`src/rtl/ps2_pkg.sv`:
```
// ps2_pkg: command codes, scan-code constants and decoder state shared by the
// PS/2 receiver and the command encoder.
package ps2_pkg;

    typedef enum logic [2:0] {
        CMD_IDLE   = 3'b000,
        CMD_DOWN   = 3'b100,
        CMD_LEFT   = 3'b101,
        CMD_RIGHT  = 3'b110,
        CMD_ROTATE = 3'b111
    } cmd_e;

    typedef enum logic [1:0] {
        ST_IDLE,
        ST_EXT,
        ST_BRK,
        ST_EXT_BRK
    } dec_state_e;

    localparam logic [7:0] SC_EXT   = 8'hE0;
    localparam logic [7:0] SC_BRK   = 8'hF0;
    localparam logic [7:0] SC_DOWN  = 8'h72;
    localparam logic [7:0] SC_LEFT  = 8'h6B;
    localparam logic [7:0] SC_RIGHT = 8'h74;
    localparam logic [7:0] SC_UP    = 8'h75;
    localparam logic [7:0] SC_SPACE = 8'h29;

    // Bit-counter values of the last data bit and of the stop bit.
    localparam logic [3:0] DATA_LAST  = 4'd8;
    localparam logic [3:0] FRAME_LAST = 4'd10;

    function automatic cmd_e ext_cmd(input logic [7:0] code);
        return code == SC_DOWN  ? CMD_DOWN  :
               code == SC_LEFT  ? CMD_LEFT  :
               code == SC_RIGHT ? CMD_RIGHT :
               code == SC_UP    ? CMD_ROTATE : CMD_IDLE;
    endfunction

endpackage

```
`src/rtl/ps2_frame_rx.sv`:
```
// ps2_frame_rx: synchronises and filters the raw PS/2 pins and assembles 11-bit frames.
// PS2_PARITY_CHECK_EN enables rejection of frames with bad odd parity.
module ps2_frame_rx
    import ps2_pkg::*;
#(
    parameter int FILTER_LEN     = 8,
    parameter int TIMEOUT_CYCLES = 100000
) (
    input  logic       clk,
    input  logic       rst,
    input  logic       ps2_clk,
    input  logic       ps2_data,
    output logic       byte_valid,
    output logic [7:0] byte_data,
    output logic       frame_err
);

    localparam int TW = $clog2(TIMEOUT_CYCLES + 1);

    logic [1:0]            clk_sync_q;
    logic [1:0]            dat_sync_q;
    logic [FILTER_LEN-1:0] flt_q;
    logic                  lvl_q;
    logic [3:0]            cnt_q;
    logic [7:0]            sh_q;
    logic [TW-1:0]         to_q;
    logic                  byte_valid_q;
    logic                  frame_err_q;
    logic [7:0]            byte_q;
    logic                  dat;
    logic                  bit_edge;
    logic                  timeout;
    logic                  par_ok;

    assign dat      = dat_sync_q[1];
    assign bit_edge = lvl_q && flt_q == '0;
    assign timeout  = cnt_q != 4'd0 && !bit_edge && to_q == TW'(TIMEOUT_CYCLES);

`ifdef PS2_PARITY_CHECK_EN
    logic par_q;

    always_ff @(posedge clk) begin
        if (rst)
            par_q <= 1'b0;
        else if (bit_edge && cnt_q == DATA_LAST + 4'd1)
            par_q <= dat;
    end

    assign par_ok = ^{sh_q, par_q};
`else
    assign par_ok = 1'b1;
`endif

    always_ff @(posedge clk) begin
        if (rst) begin
            clk_sync_q   <= '1;
            dat_sync_q   <= '1;
            flt_q        <= '1;
            lvl_q        <= 1'b1;
            cnt_q        <= 4'd0;
            sh_q         <= 8'h00;
            to_q         <= '0;
            byte_valid_q <= 1'b0;
            frame_err_q  <= 1'b0;
            byte_q       <= 8'h00;
        end else begin
            clk_sync_q   <= {clk_sync_q[0], ps2_clk};
            dat_sync_q   <= {dat_sync_q[0], ps2_data};
            flt_q        <= {flt_q[FILTER_LEN-2:0], clk_sync_q[1]};
            lvl_q        <= (&flt_q) | (lvl_q & (|flt_q));
            byte_valid_q <= 1'b0;
            frame_err_q  <= 1'b0;
            to_q         <= (cnt_q == 4'd0 || bit_edge || timeout) ? '0 : to_q + 1'b1;
            if (bit_edge) begin
                if (cnt_q == 4'd0) begin
                    cnt_q       <= dat ? 4'd0 : 4'd1;
                    frame_err_q <= dat;
                end else if (cnt_q == FRAME_LAST) begin
                    cnt_q <= 4'd0;
                    if (dat && par_ok) begin
                        byte_valid_q <= 1'b1;
                        byte_q       <= sh_q;
                    end else begin
                        frame_err_q <= 1'b1;
                    end
                end else begin
                    cnt_q <= cnt_q + 4'd1;
                    if (cnt_q <= DATA_LAST)
                        sh_q <= {dat, sh_q[7:1]};
                end
            end else if (timeout) begin
                cnt_q       <= 4'd0;
                frame_err_q <= 1'b1;
            end
        end
    end

    assign byte_valid = byte_valid_q;
    assign byte_data  = byte_q;
    assign frame_err  = frame_err_q;

endmodule

```
`src/rtl/ps2_command_encoder.sv`:
```
// ps2_command_encoder: turns PS/2 make codes into one-cycle game command pulses.
// PS2_PARITY_CHECK_EN (in ps2_frame_rx) enables parity rejection.
module ps2_command_encoder
    import ps2_pkg::*;
#(
    parameter int FILTER_LEN     = 8,
    parameter int TIMEOUT_CYCLES = 100000
) (
    input  logic       clk,
    input  logic       rst,
    input  logic       ps2_clk,
    input  logic       ps2_data,
    output logic [2:0] keyboard_signal,
    output logic [7:0] scan_code,
    output logic       frame_err
);

    logic       byte_valid;
    logic [7:0] byte_data;
    logic       rx_err;
    dec_state_e state_q;
    logic [2:0] kbd_q;

    ps2_frame_rx #(
        .FILTER_LEN    (FILTER_LEN),
        .TIMEOUT_CYCLES(TIMEOUT_CYCLES)
    ) u_rx (
        .clk       (clk),
        .rst       (rst),
        .ps2_clk   (ps2_clk),
        .ps2_data  (ps2_data),
        .byte_valid(byte_valid),
        .byte_data (byte_data),
        .frame_err (rx_err)
    );

    always_ff @(posedge clk) begin
        if (rst) begin
            state_q <= ST_IDLE;
            kbd_q   <= CMD_IDLE;
        end else begin
            kbd_q <= CMD_IDLE;
            if (rx_err) begin
                state_q <= ST_IDLE;
            end else if (byte_valid) begin
                case (state_q)
                    ST_IDLE: begin
                        state_q <= byte_data == SC_EXT ? ST_EXT :
                                   byte_data == SC_BRK ? ST_BRK : ST_IDLE;
                        kbd_q   <= byte_data == SC_SPACE ? CMD_ROTATE : CMD_IDLE;
                    end
                    ST_EXT: begin
                        state_q <= byte_data == SC_BRK ? ST_EXT_BRK : ST_IDLE;
                        kbd_q   <= ext_cmd(byte_data);
                    end
                    default: state_q <= ST_IDLE;
                endcase
            end
        end
    end

    assign keyboard_signal = kbd_q;
    assign scan_code       = byte_data;
    assign frame_err       = rx_err;

endmodule

```
`config.mk`:
```
export PLATFORM = sky130hd
export DESIGN_NAME = ps2_command_encoder
export DESIGN_NICKNAME = d
export VERILOG_FILES = /design/src/rtl/ps2_pkg.sv /design/src/rtl/ps2_frame_rx.sv /design/src/rtl/ps2_command_encoder.sv
export SDC_FILE = /design/constraint.sdc
export NUM_CORES = 1
export LEC_CHECK = 0
export BUFFER_PORTS_ARGS = -buffer_cell sky130_fd_sc_hd__buf_4
export CORE_UTILIZATION = 53
export DETAILED_ROUTE_END_ITERATION = 16
export PLACE_DENSITY = 0.77
export SLEW_MARGIN = 10
export SYNTH_ARGS = -nofsm -noshare
export SYNTH_HDL_FRONTEND = slang
export SYNTH_SLANG_ARGS = --single-unit
```
`constraint.sdc`:
```
create_clock -name clk -period 1.5 [get_ports clk]
set_input_delay 0.075 -clock clk [delete_from_list [all_inputs] [get_ports clk]]
set_output_delay 0.075 -clock clk [all_outputs]
set_load 0.005 [all_outputs]
```
==> results_dict.tcl <==
set metrics [dict create \
    yosysTopAreaCellShare_pct 46.25 \
    synth_xor_area_share_pct 5.680 \
    finalMaxSlewViolations 0 \
    core_area_um2 4414 \
    hold_path.class "in -> reg" \
    crit_chain "and4bb_2 > a311o_1 > a311oi_1" \
    synth_warnings 0 \
    critPathBufInv 0 \
    grt_usage_pct 22.63 \
    vias 2090 \
    finalSetupTns_ns 0 \
    layout_common_cells "48 x dfxtp_1, 30 x buf_4, 25 x a21oi_1, 25 x nor2_1, 23 x nand3_1" \
    slowest_stage "dfxtp_1" \
    min_period_ns 1.483 \
    rsz0062_at_grt "yes" \
    area.growth.synth_to_final_pct 23.17 \
    crit_type "reg -> reg" \
    start_util_pct 55.90 \
    die_y_um 70.23 \
    grt_overflow_total 0 \
    synth_top_family_by_area "simple AND/OR/NAND/NOR gates" \
    via_per_inst 5.695 \
    place_hpwl_mm 3.335 \
    final_common_cell "dfxtp_1" \
    synthSimpleGateAreaFrac_pct 30.12 \
    status "completed" \
    crit_path_end_kind "register" \
    timing.fmax_mhz 674.3 \
    fin_nets 316 \
    muxShareOfSynthArea_pct 0.8621 \
    drc 0 \
    cts.sinks 57 \
    place_area_um2 2723 \
    dr.pass1.iters 4 \
    netlist_area_um2 2467 \
    yosys.area.top_type "dfxtp_1" \
    seq_area_frac_synth_pct 46.25 \
    avgSynthCellArea_um2 8.875 \
    ir_drop_mv 0.7091 \
    crit_family "compound AO/OA/AOI/OAI gates" \
    leakage_uw 0.001034 \
    synth-adder-area-share_pct 1.014 \
    rows 24 \
    required_ns 1.75 \
    fp.dieW_um 70.23 \
    cp-start-kind "register" \
    worst_slew_pin_slew_ns 0.3681 \
    cts.path.max_buffers 2 \
    crit_arrival_ns 1.73 \
    die_area_um2 4932 \
    antennaDiodeCount 0 \
    setup_violations 0 \
    h-tree-depth 3 \
    syn_inst 278 \
    synth_compound_area_share_pct 12.02 \
    path_clk_slew_ns 0.06 \
    fillers 354 \
    grt_max_degree 38 \
    cts_tree "built" \
    drt_iter0_markers 99 \
    hold_viol 0 \
    worst_hold_slack_ns 0.1355 \
    cpPeakStageDelay_ns 0.50 \
    synth_area_leaders "dfxtp_1 46%, a21oi_1 5.3%, nand3_1 5.3%" \
    io_buffers 15 \
    post_drt_wl_per_cell_um 13.81 \
    min_period_over_period_pct 98.86 \
    first_global_vias 1970 \
    totalWireLength_mm 5.068 \
    path_max_fanout 8 \
    cts_buffers 9 \
    clkLatencyLatePin_ns 0.34 \
    p_per_area_nw_per_um2 963.0 \
    antenna_found_initial 0 \
    reg2reg_slack_ns 0.02 \
    synth_nets 284 \
    slew_headroom_pct 75.26 \
    finalClockSkew_ns 0.007167 \
    drv_cap 0 \
    synth-seq-cells 57 \
    drive_above_1_share_pct 30.16 \
    synth_cell_type_count 42 \
    cts-root-buf "clkbuf_8" \
    grt_pass1_wl_mm 8.700 \
    pin_count 16 \
    drt.antenna.violating_nets 0 \
    finalWeightedCongestion 0.8020 \
    final_cell_area_um2 3039 \
]
synthesized netlist by cell type (all sizes together):
master	number
nor3b	1
o211ai	2
and4b	1
and3	3
nand4bb	1
mux2	1
a311oi	1
and4bb	2
mux2i	1
nand4	8
nand3	28
and4	1
a41oi	1
nand3b	2
ha	2
xnor2	13
clkbuf	6
nor2	25
dfxtp	57
inv	10
and2	2
nor4	9
nor3	6
a21boi	1
or2	12
nor4b	6
or3b	1
nor2b	2
a211o	1
o21ai	18
xor2	3
a21oi	26
or3	2
a311o	1
buf	8
a31o	2
nand2	12
worst register-to-register path, cell delays in order, from the launching register on:
cell	delay, ns
dfxtp_1	0.50
and4bb_2	0.33
a311o_1	0.32
a311oi_1	0.25
cell type report:
cell class	count	area, um^2	share of cell area (%)
clock buffer	13	148.9	4.899
tap	52	65.06	2.141
timing repair buffer	35	287.8	9.469
clock inverter	3	40.04	1.317
multi-input combinational	197	1305	42.94
inverter	10	37.54	1.235
sequential	57	1155	38.00
stage by stage:
step	total power [uW]	worst slack (ns)	std cells	utilization, %
final	2927	0.01706	367	68.85
after global routing	3045	-0.02583	367	68.85
after CTS	2965	-0.01029	366	66.95
after detailed placement	1590	-0.06285	348	61.68
after global placement	1590	0.01000	348	61.68
after floorplan	1579	0.07129	278	-
power by group:
group	internal [uW]	switching, uW	total (uW)
logic	17.8	19.3	37.2
clock network	808	559	1370
registers	1520	3.40	1520
total	2340	582	2930
logic make-up (layout without fill, tap and decap cells):
kind of cell             after synthesis  after routing
flip-flops                            57             57
XOR/XNOR                              16             16
AND/OR/NAND/NOR                      124            124
adder cells (fa/ha/maj)                2              2
AO/OA/AOI/OAI                         53             53
multiplexers                           2              2
buffers and inverters                 24             61
final timing paths:
kind,cells past startpoint,start,endpoint
worst max-delay path,3,u_rx.cnt_q[2],u_rx.cnt_q[3]
worst min-delay path,2,rst,u_rx.cnt_q[0]
worst min register to register,1,u_rx.clk_sync_q[0],u_rx.clk_sync_q[1]
worst max register to register,3,u_rx.cnt_q[2],u_rx.cnt_q[3]
sequential cells by signal, summed over array words and instances (netlist names):
| signal | count |
|---|---|
| u_rx.to_q | 17 |
| u_rx.byte_data | 8 |
| u_rx.flt_q | 8 |
| u_rx.sh_q | 8 |
| u_rx.cnt_q | 4 |
| keyboard_signal | 3 |
| state_q | 2 |
| u_rx.clk_sync_q | 2 |
| u_rx.dat_sync_q | 2 |
| u_rx.byte_valid | 1 |
| u_rx.frame_err | 1 |
| u_rx.lvl_q | 1 |
per-layer routing:
metal	global-route usage [%]	part of all wire (%)	vias to the layer above
met1	26.00	44	997
met3	9.957	4.4	4
li1	-	-	1055
met2	37.14	51	34
met4	8.000	0.51	0
met5	0	0	-
timing repair:
action,CTS,global route
resized for setup,4,28
pin swaps,0,6
hold buffers,2,0
endpoints found under the hold margin,2,0
endpoints found under the setup margin,17,36
setup buffers,0,1
Power figures use the tool's default switching activity.
